`src/rtl/pipe_stage_skid_reg.sv`:
```
// Generic valid/ready pipeline stage register with optional skid slot, synchronous
// flush and a saturating back-pressure counter.
module pipe_stage_skid_reg #(
   parameter int unsigned WIDTH          = 32,
   parameter int unsigned SKID           = 1,
   parameter int unsigned CLEAR_ON_FLUSH = 1,
   parameter int unsigned CNT_WIDTH      = 16
) (
   input  logic                 clk,
   input  logic                 reset,
   input  logic                 flush,
   input  logic                 in_valid,
   output logic                 in_ready,
   input  logic [WIDTH-1:0]     in_data,
   output logic                 out_valid,
   input  logic                 out_ready,
   output logic [WIDTH-1:0]     out_data,
   input  logic                 clr_stats,
   output logic [CNT_WIDTH-1:0] stall_cycles
);

   localparam logic [CNT_WIDTH-1:0] CNT_MAX = '1;

   logic             skid_valid;
   logic [WIDTH-1:0] skid_data;
   logic             accept;
   logic             deliver;

   assign accept  = in_valid & in_ready;
   assign deliver = out_valid & out_ready;

   generate
      if (SKID != 0) begin : g_skid
         // Ready comes only from the skid flop, so out_ready never reaches in_ready.
         assign in_ready = !skid_valid & !flush & !reset;

         always_ff @(posedge clk or posedge reset) begin
            if (reset) begin
               skid_valid <= 1'b0;
               skid_data  <= '0;
            end else if (flush) begin
               skid_valid <= 1'b0;
               if (CLEAR_ON_FLUSH != 0) skid_data <= '0;
            end else if (skid_valid) begin
               if (deliver) skid_valid <= 1'b0;
            end else if (accept && out_valid && !deliver) begin
               skid_valid <= 1'b1;
               skid_data  <= in_data;
            end
         end
      end else begin : g_noskid
         assign in_ready   = (!out_valid | out_ready) & !flush & !reset;
         assign skid_valid = 1'b0;
         assign skid_data  = '0;
      end
   endgenerate

   // Main register: refill from skid first, then from upstream.
   always_ff @(posedge clk or posedge reset) begin
      if (reset) begin
         out_valid <= 1'b0;
         out_data  <= '0;
      end else if (flush) begin
         out_valid <= 1'b0;
         if (CLEAR_ON_FLUSH != 0) out_data <= '0;
      end else if (!out_valid) begin
         if (accept) begin
            out_valid <= 1'b1;
            out_data  <= in_data;
         end
      end else if (deliver) begin
         if (skid_valid) begin
            out_data <= skid_data;
         end else if (accept) begin
            out_data <= in_data;
         end else begin
            out_valid <= 1'b0;
         end
      end
   end

   // Saturating count of cycles where a live entry was held back by downstream.
   always_ff @(posedge clk or posedge reset) begin
      if (reset) begin
         stall_cycles <= '0;
      end else if (clr_stats) begin
         stall_cycles <= '0;
      end else if (out_valid && !out_ready && !flush && (stall_cycles != CNT_MAX)) begin
         stall_cycles <= stall_cycles + CNT_WIDTH'(1);
      end
   end

endmodule

```
`config.mk`:
```
export PLATFORM = sky130hd
export DESIGN_NAME = pipe_stage_skid_reg
export DESIGN_NICKNAME = d
export VERILOG_FILES = /design/src/rtl/pipe_stage_skid_reg.sv
export SDC_FILE = /design/constraint.sdc
export NUM_CORES = 1
export LEC_CHECK = 0
export CAP_MARGIN = 20
export CORE_MARGIN = 2
export CORE_UTILIZATION = 55
export CTS_CLUSTER_DIAMETER = 50
export DETAILED_ROUTE_END_ITERATION = 8
export PLACE_DENSITY = 0.86
export SYNTH_ARGS = -nofsm -noshare
export SYNTH_HDL_FRONTEND = slang
export SYNTH_SLANG_ARGS = --single-unit
export TNS_END_PERCENT = 30
```
`constraint.sdc`:
```
create_clock -name clk -period 6.9 [get_ports clk]
set_input_delay 1.38 -clock clk [delete_from_list [all_inputs] [get_ports clk]]
set_output_delay 1.38 -clock clk [all_outputs]
set_load 0.02 [all_outputs]
```
==> qor.csv, run 1 <==
stage;metric;value;unit
synth;synthesized instance count;429;
timing;setup total negative slack;0;ns
synth;Syn Area/Cell;9.36;sq um
critical_path;Max stage delay cell, worst path;clkdlybuf4s50_1;
critical_path;WP buf/inv;2;
synth;synth unique cells;41;
critical_path;worst r2r src;out_valid$_DFF_PP0_;
cts;Skew-Pair Late Insertion Delay;0.34;ns
final_layout;number of diodes;0;
timing;Final Slew Violations;0;
synth;Async S/R FF share, synth;100;%
floorplanning;Die Y;89.4;microns
global_route;antenna violations before repair;0;
critical_path;Top delay family on crit path;buffers and inverters;
cts;Post-CTS Repair Setup Buffers;0;
cts;H-tree lvl count;3;
routing;drt first pass iters;5;
run;Max-cap violations;0;
place;RD Place Congestion;0.787;
timing;Final period util;59.8;%
routing;remaining antenna violation count after routing;0;
final_layout;P&R area growth vs syn;29.2;%
cts;clk sinks;82;
cts;post-CTS resize count;0;
critical_path;Critical Path, Cell by Cell;clkdlybuf4s50_1, nor3_1, clkdlybuf4s50_1;
critical_path;worst-path fanout max;5;
timing;Tightest Pin Transition;1.03;ns
final_layout;FILL cells;497;
min_path;hold-critical path depth;1;
critical_path;FF-to-FF End;stall_cycles[11]$_DFFE_PP0P_;
floorplanning;Die Footprint;0.00800;sq mm
power;Max IR drop VDD;0.000102;V
timing;post-layout min period;4.13;ns
synth;most numerous cell in the Yosys netlist;dfrtp_1;
cts;CTS Buffer Depth;2;
synth;YS warnings;0;
place;post-DP HPWL;6090;microns
global_route;vias in the first global route;3258;
synth;number of synthesized flops with an enable pin;0;
timing;unrepaired setup endpoints after global routing;no;
floorplanning;Core Area;0.00718;sq mm
timing;setup violators final;0;
global_route;Total Routing Usage GR;24.4;%
routing;drc violations;0;
synth;Seq/Total Area, Yosys;51.1;%
cts;clock tree root buffer cell;clkbuf_8;
final_layout;Total Nets Final;539;
floorplanning;initial core utilization;56.0;%
final_layout;Sequential Area;0.00205;sq mm
routing;Routed WL;9610;microns
critical_path;CP Capture Type;output pin;
final_layout;utilization after layout;72.3;%
cts;hold buffers post-CTS;0;
timing;Peak Freq;242;MHz
synth;Post-Syn Area;0.00402;sq mm
final_layout;share of cells above drive strength 1;6.35;%
critical_path;Critical Path RT;5.52;ns
cts;TritonCTS clock tree;built;
synth;ranking of synthesized cells by area;dfrtp_1 51%, nand2b_1 5.3%, o21ai_0 4.1%, o31ai_1 3.9%, nand2_1 3.7%;
timing;Slew Limit Headroom;31.2;%
final_layout;final instance area;0.00519;sq mm
synth;Synth Flop Type;dfrtp_1;
synth;syn nets;468;
critical_path;crit-path most repeated cell;clkdlybuf4s50_1;
synth;count of state elements after synthesis;82;
critical_path;CP arrival;2.75;ns
global_route;GRT overflow;0;
final_layout;area of the multi-input gates;0.00183;sq mm
cts;CTS buffer count;9;
floorplanning;I/O pin count;88;
power;pwr dens;173;mW/mm^2
routing;drt wl/cell;15.9;microns
floorplanning;std cell rows;31;
min_path;Hold Startpoint;out_data[13]$_DFFE_PP0P_;
global_route;first-pass GRT wire length;15200;microns
place;Port Buf Inserts;87;
routing;number of DRC markers in iteration 0;316;
routing;via count;3539;
power;total leakage power;2.22;nW
critical_path;critical path type;in2out;
floorplanning;DIE WIDTH;89.4;microns
place;placed cell areas;0.00494;sq mm
routing;Vias per Instance;5.87;
timing;Worst Clk Skew;0.00813;ns
synth;dominant cell type by area after synthesis;dfrtp_1;
min_path;hold worst-path end;out_data[13]$_DFFE_PP0P_;
synth;Commonest cells post-synth;82 x dfrtp_1, 40 x nand2_1, 34 x nand2b_1, 33 x o21ai_0, 32 x clkbuf_1;
timing;WHS;0.479;ns
synth;Synth top area share;51.1;%
critical_path;CP peak stage delay;0.63;ns
critical_path;R2R cell count;4;
min_path;HP Class;reg2reg;
critical_path;flop-to-flop setup slack;4.27;ns
global_route;largest net degree at the start of global routing;83;
critical_path;Startpoint Class;input pin;
cts;clk slew on worst S/H paths;0.07;ns
timing;Fin. Hold Viols;0;
outcome;status;finished, final reports clean;
final cells by class:
| type | count | share of cell area [%] |
|---|---|---|
| clock inverters | 3 | 0.289 |
| multi-input cells | 309 | 35.3 |
| flip-flops and latches | 82 | 39.6 |
| repair buffers | 93 | 19.1 |
| inverters | 5 | 0.386 |
| well taps | 99 | 2.39 |
| clock buffers | 12 | 2.99 |
per-stage QoR:
stage          cells  total power [mW]  setup WS, ns
2_1_floorplan    429             0.549          3.35
3_3_place_gp     584             0.596          2.14
3_5_place_dp     585             0.598          1.93
4_1_cts          600             0.900          2.10
6_report         603             0.899          2.77
5_1_grt          603             0.932          2.72
placed cells by master (no fill, tap or decap), drive strengths merged, types with 4 or more instances in the layout:
cell type | Yosys | final
a21o | 18 | 18
buf | 1 | 6
a211oi | 5 | 5
o31ai | 21 | 21
clkinv | 0 | 4
a22oi | 14 | 14
nand2 | 40 | 40
nor2 | 30 | 30
nor2b | 5 | 5
mux2 | 4 | 4
o2bb2ai | 14 | 14
dfrtp | 82 | 82
inv | 5 | 4
clkbuf | 32 | 12
nor4 | 5 | 5
clkdlybuf4s50 | 0 | 87
nand3 | 6 | 6
a21oi | 28 | 28
o21ai | 33 | 33
nor3 | 24 | 24
nand2b | 34 | 34
or4 | 5 | 5
sequential cells by signal (all words and copies together) (netlist names):
signal and flops:
skid_valid 1, skid_data 32, stall_cycles 16, out_data 32, out_valid 1
per-layer routing:
layer  track usage, %  share of wire, %  up-vias
li1                 -                 -     1686
met1             33.4                44     1716
met2             39.2                50      119
met3             3.69               4.4       18
met4             9.50               1.8        0
met5                0                 0        -
where the power goes:
group	internal (mW)	switching (mW)	leakage [nW]	total, mW
Combinational	0.0490	0.0517	0.990	0.101
Clock	0.147	0.160	0.0920	0.307
Sequential	0.487	0.00466	1.14	0.492
Total	0.683	0.216	2.22	0.899
how the worst max path moves through the flow:
| stage | start | to | slack [ns] | cells past startpoint |
|---|---|---|---|---|
| floorplan | flush | in_ready | 3.35 | 3 |
| global placement | flush | skid_data[1]$_DFFE_PP0P_ | 2.14 | 4 |
| detailed placement | flush | skid_data[18]$_DFFE_PP0P_ | 1.93 | 4 |
| CTS | flush | in_ready | 2.10 | 3 |
| global route | flush | in_ready | 2.72 | 3 |
| finish | flush | in_ready | 2.77 | 3 |
cell families after synthesis:
kind of cell	after synthesis	synth area share, %
simple gates	162	20.4
compound gates	141	23.2
flops	82	51.1
buf+inv	38	3.58
mux	5	1.37
fa+ha+maj	1	0.312
(Power assumes the default switching activity.)
==> run 2: changes to the inputs <==
--- a/config.mk
+++ b/config.mk
@@ -7,10 +7,10 @@
 export LEC_CHECK = 0
 export CAP_MARGIN = 20
 export CORE_MARGIN = 2
-export CORE_UTILIZATION = 55
+export CORE_UTILIZATION = 51
 export CTS_CLUSTER_DIAMETER = 50
 export DETAILED_ROUTE_END_ITERATION = 8
-export PLACE_DENSITY = 0.86
+export PLACE_DENSITY = 0.8
 export SYNTH_ARGS = -nofsm -noshare
 export SYNTH_HDL_FRONTEND = slang
 export SYNTH_SLANG_ARGS = --single-unit
==> constraint.sdc (replaced) <==
create_clock -name clk -period 3.9 [get_ports clk]
set_input_delay 0.78 -clock clk [delete_from_list [all_inputs] [get_ports clk]]
set_output_delay 0.78 -clock clk [all_outputs]
set_load 0.02 [all_outputs]
==> run 2 against run 1 <==
Sequential power up 77%. Cell count up 0.83%. Final area up 1.4%. Non-clock buffer count up 1. Register-to-register slack worse by 2.6 ns. Combinational power up 72%. Sequential share of layout area down 0.56 points. Sequential cell count unchanged. First-iteration DRC count down 21%. Clock-buffer cell count down 1.
==> qor.csv, run 2 (synthesized netlist as in run 1, its figures left out) <==
stage;metric;value;unit;change
routing;drt wl/cell;16.1;microns;+1.3%
cts;Skew-Pair Late Insertion Delay;0.35;ns;about the same
global_route;M1 GR Usage;31.9;%;-1.5 points
final_layout;Largest regs;out_data: 32 flops, skid_data: 32 flops, stall_cycles: 16 flops;;
routing;via count;3547;;+0.23%
cts;post-CTS resize count;0;;unchanged
place;Port Buf Inserts;87;;unchanged
min_path;HP Class;reg2reg;;
critical_path;CP peak stage delay;0.66;ns;+0.03 ns
critical_path;CP arrival;2.36;ns;-0.39 ns
timing;Tightest Pin Transition;1.01;ns;-0.0207 ns
power;Max IR drop VDD;0.000211;V;+110%
timing;unrepaired setup endpoints after global routing;no;;
floorplanning;I/O pin count;88;;unchanged
global_route;GRT overflow;0;;unchanged
final_layout;share of cells above drive strength 1;6.52;%;+0.17 points
routing;Vias per Instance;5.83;;-0.60%
floorplanning;initial core utilization;52.2;%;-3.7 points
cts;CTS buffer count;9;;unchanged
routing;Routed WL;9820;microns;+2.2%
timing;setup violators final;0;;unchanged
cts;TritonCTS clock tree;built;;
floorplanning;Core Area;0.00769;sq mm;+7.1%
critical_path;R2R cell count;4;;unchanged
critical_path;Critical Path, Cell by Cell;clkdlybuf4s50_1, nor3_1, clkdlybuf4s50_1;;
cts;clk slew on worst S/H paths;0.08;ns;about the same
cts;H-tree lvl count;3;;unchanged
timing;Peak Freq;318;MHz;
floorplanning;Die Footprint;0.00860;sq mm;+7.5%
critical_path;Startpoint Class;input pin;;
min_path;Hold Startpoint;out_data[14]$_DFFE_PP0P_;;
global_route;layer with the highest usage;met2;;
routing;drc violations;0;;unchanged
final_layout;Total Nets Final;540;;+0.19%
min_path;hold-critical path depth;1;;unchanged
critical_path;critical path type;in2out;;
timing;Final period util;80.5;%;
power;total power;1.90;mW;+110%
place;RD Place Congestion;0.818;;+3.8%
cts;clock tree root buffer cell;clkbuf_8;;
routing;remaining antenna violation count after routing;0;;unchanged
global_route;Total Routing Usage GR;23.9;%;-0.41 points
routing;number of DRC markers in iteration 0;251;;-21%
final_layout;P&R area growth vs syn;31.1;%;
global_route;first-pass GRT wire length;16500;microns;+8.7%
timing;WHS;0.479;ns;+0.000312 ns
timing;Fin. Hold Viols;0;;unchanged
power;total leakage power;2.25;nW;+1.5%
cts;CTS Buffer Depth;2;;unchanged
global_route;largest net degree at the start of global routing;51;;-39%
critical_path;Max stage delay cell, worst path;clkdlybuf4s50_1;;
floorplanning;DIE WIDTH;92.7;microns;+3.7%
min_path;hold worst-path end;out_data[14]$_DFFE_PP0P_;;
critical_path;worst-path fanout max;13;;+8
critical_path;FF-to-FF End;out_data[22]$_DFFE_PP0P_;;
critical_path;CP Capture Type;output pin;;
final_layout;number of diodes;0;;unchanged
timing;Worst Clk Skew;0.0109;ns;+0.00273 ns
critical_path;crit-path most repeated cell;clkdlybuf4s50_1;;
floorplanning;std cell rows;32;;+3.2%
final_layout;most common cell after layout, fill and taps aside;clkdlybuf4s50_1;;
critical_path;flop-to-flop setup slack;1.64;ns;-2.63 ns
place;post-DP HPWL;6230;microns;+2.3%
cts;clk sinks;82;;unchanged
global_route;GR Layer Usage met3;3.74;%;+0.049 points
global_route;antenna violations before repair;0;;unchanged
timing;Slew Limit Headroom;32.4;%;+1.1 points
final_layout;FILL cells;583;;+17%
outcome;status;finished, final reports clean;;
global_route;met2 global-route usage;38.0;%;-1.2 points
critical_path;Critical Path RT;3.12;ns;-2.40 ns
timing;Final Slew Violations;0;;unchanged
cts;Post-CTS Repair Setup Buffers;0;;unchanged
run;Max-cap violations;0;;unchanged
floorplanning;Die Y;92.7;microns;+3.7%
cts;hold buffers post-CTS;0;;unchanged
global_route;vias in the first global route;3512;;+7.8%
final_layout;most frequent cells in the layout;87 x clkdlybuf4s50_1, 82 x dfrtp_1, 40 x nand2_1, 34 x nand2b_1, 33 x o21ai_0;;
critical_path;worst r2r src;out_valid$_DFF_PP0_;;
timing;setup total negative slack;0;ns;unchanged
routing;drt first pass iters;4;;-1
timing;post-layout min period;3.14;ns;
power;pwr dens;362;mW/mm^2;+110%
-- run 2: changes by cell type in the layout (fill, tap and decap cells not counted), sizes merged --
cell,before,now
buf,6,7
clkbuf,12,11
bufinv,0,5
clkinv,4,1
-- run 2: how the worst max path moves through the flow --
| stage | startpoint | end | slack [ns] | depth (start not counted) |
|---|---|---|---|---|
| after detailed placement | flush | out_data[5]$_DFFE_PP0P_ | 0.68 | 5 |
| after CTS | flush | in_ready | 0.74 | 3 |
| after global routing | flush | in_ready | 0.67 | 3 |
| final | flush | in_ready | 0.76 | 3 |
| after global placement | flush | out_data[0]$_DFFE_PP0P_ | 0.77 | 5 |
| after floorplan | reset | out_data[0]$_DFFE_PP0P_ | 1.01 | 1 |
-- run 2: through the flow --
stage	setup slack, ns	instances	util [%]	cell area [sq um]
after global placement	0.773	592	64.8	4980
final	0.759	608	68.5	5260
after detailed placement	0.681	592	64.8	4980
after floorplan	1.01	429	-	4020
after CTS	0.739	608	68.5	5260
after global routing	0.673	608	68.5	5260
-- run 2: routing by layer --
layer	vias up	share of wire, %
li1	1686	-
met1	1705	45
met2	129	48
met3	27	4.7
met4	0	2.5
met5	-	0
-- run 2: worst max-delay path: cells and delay by family --
| kind | cells | cell delay, ns |
|---|---|---|
| buf+inv | 2 | 1.28 |
| simple gates | 1 | 0.30 |
-- run 2: final cells by class --
class | instances | area, sq um | area share [%]
well taps | 102 | 128 | 2.43
repair buffers | 94 | 948 | 18.0
inverters | 5 | 20.0 | 0.380
clock buffers | 11 | 131 | 2.50
clock inverters | 5 | 150 | 2.85
flip-flops and latches | 82 | 2050 | 39.0
multi-input cells | 309 | 1830 | 34.8
-- run 2: report_power, final --
group	leakage [nW]	total, mW	switching, mW	internal, mW
Clock	0.138	0.861	0.305	0.556
Sequential	1.14	0.870	0.00819	0.862
Combinational	0.977	0.174	0.0907	0.0836
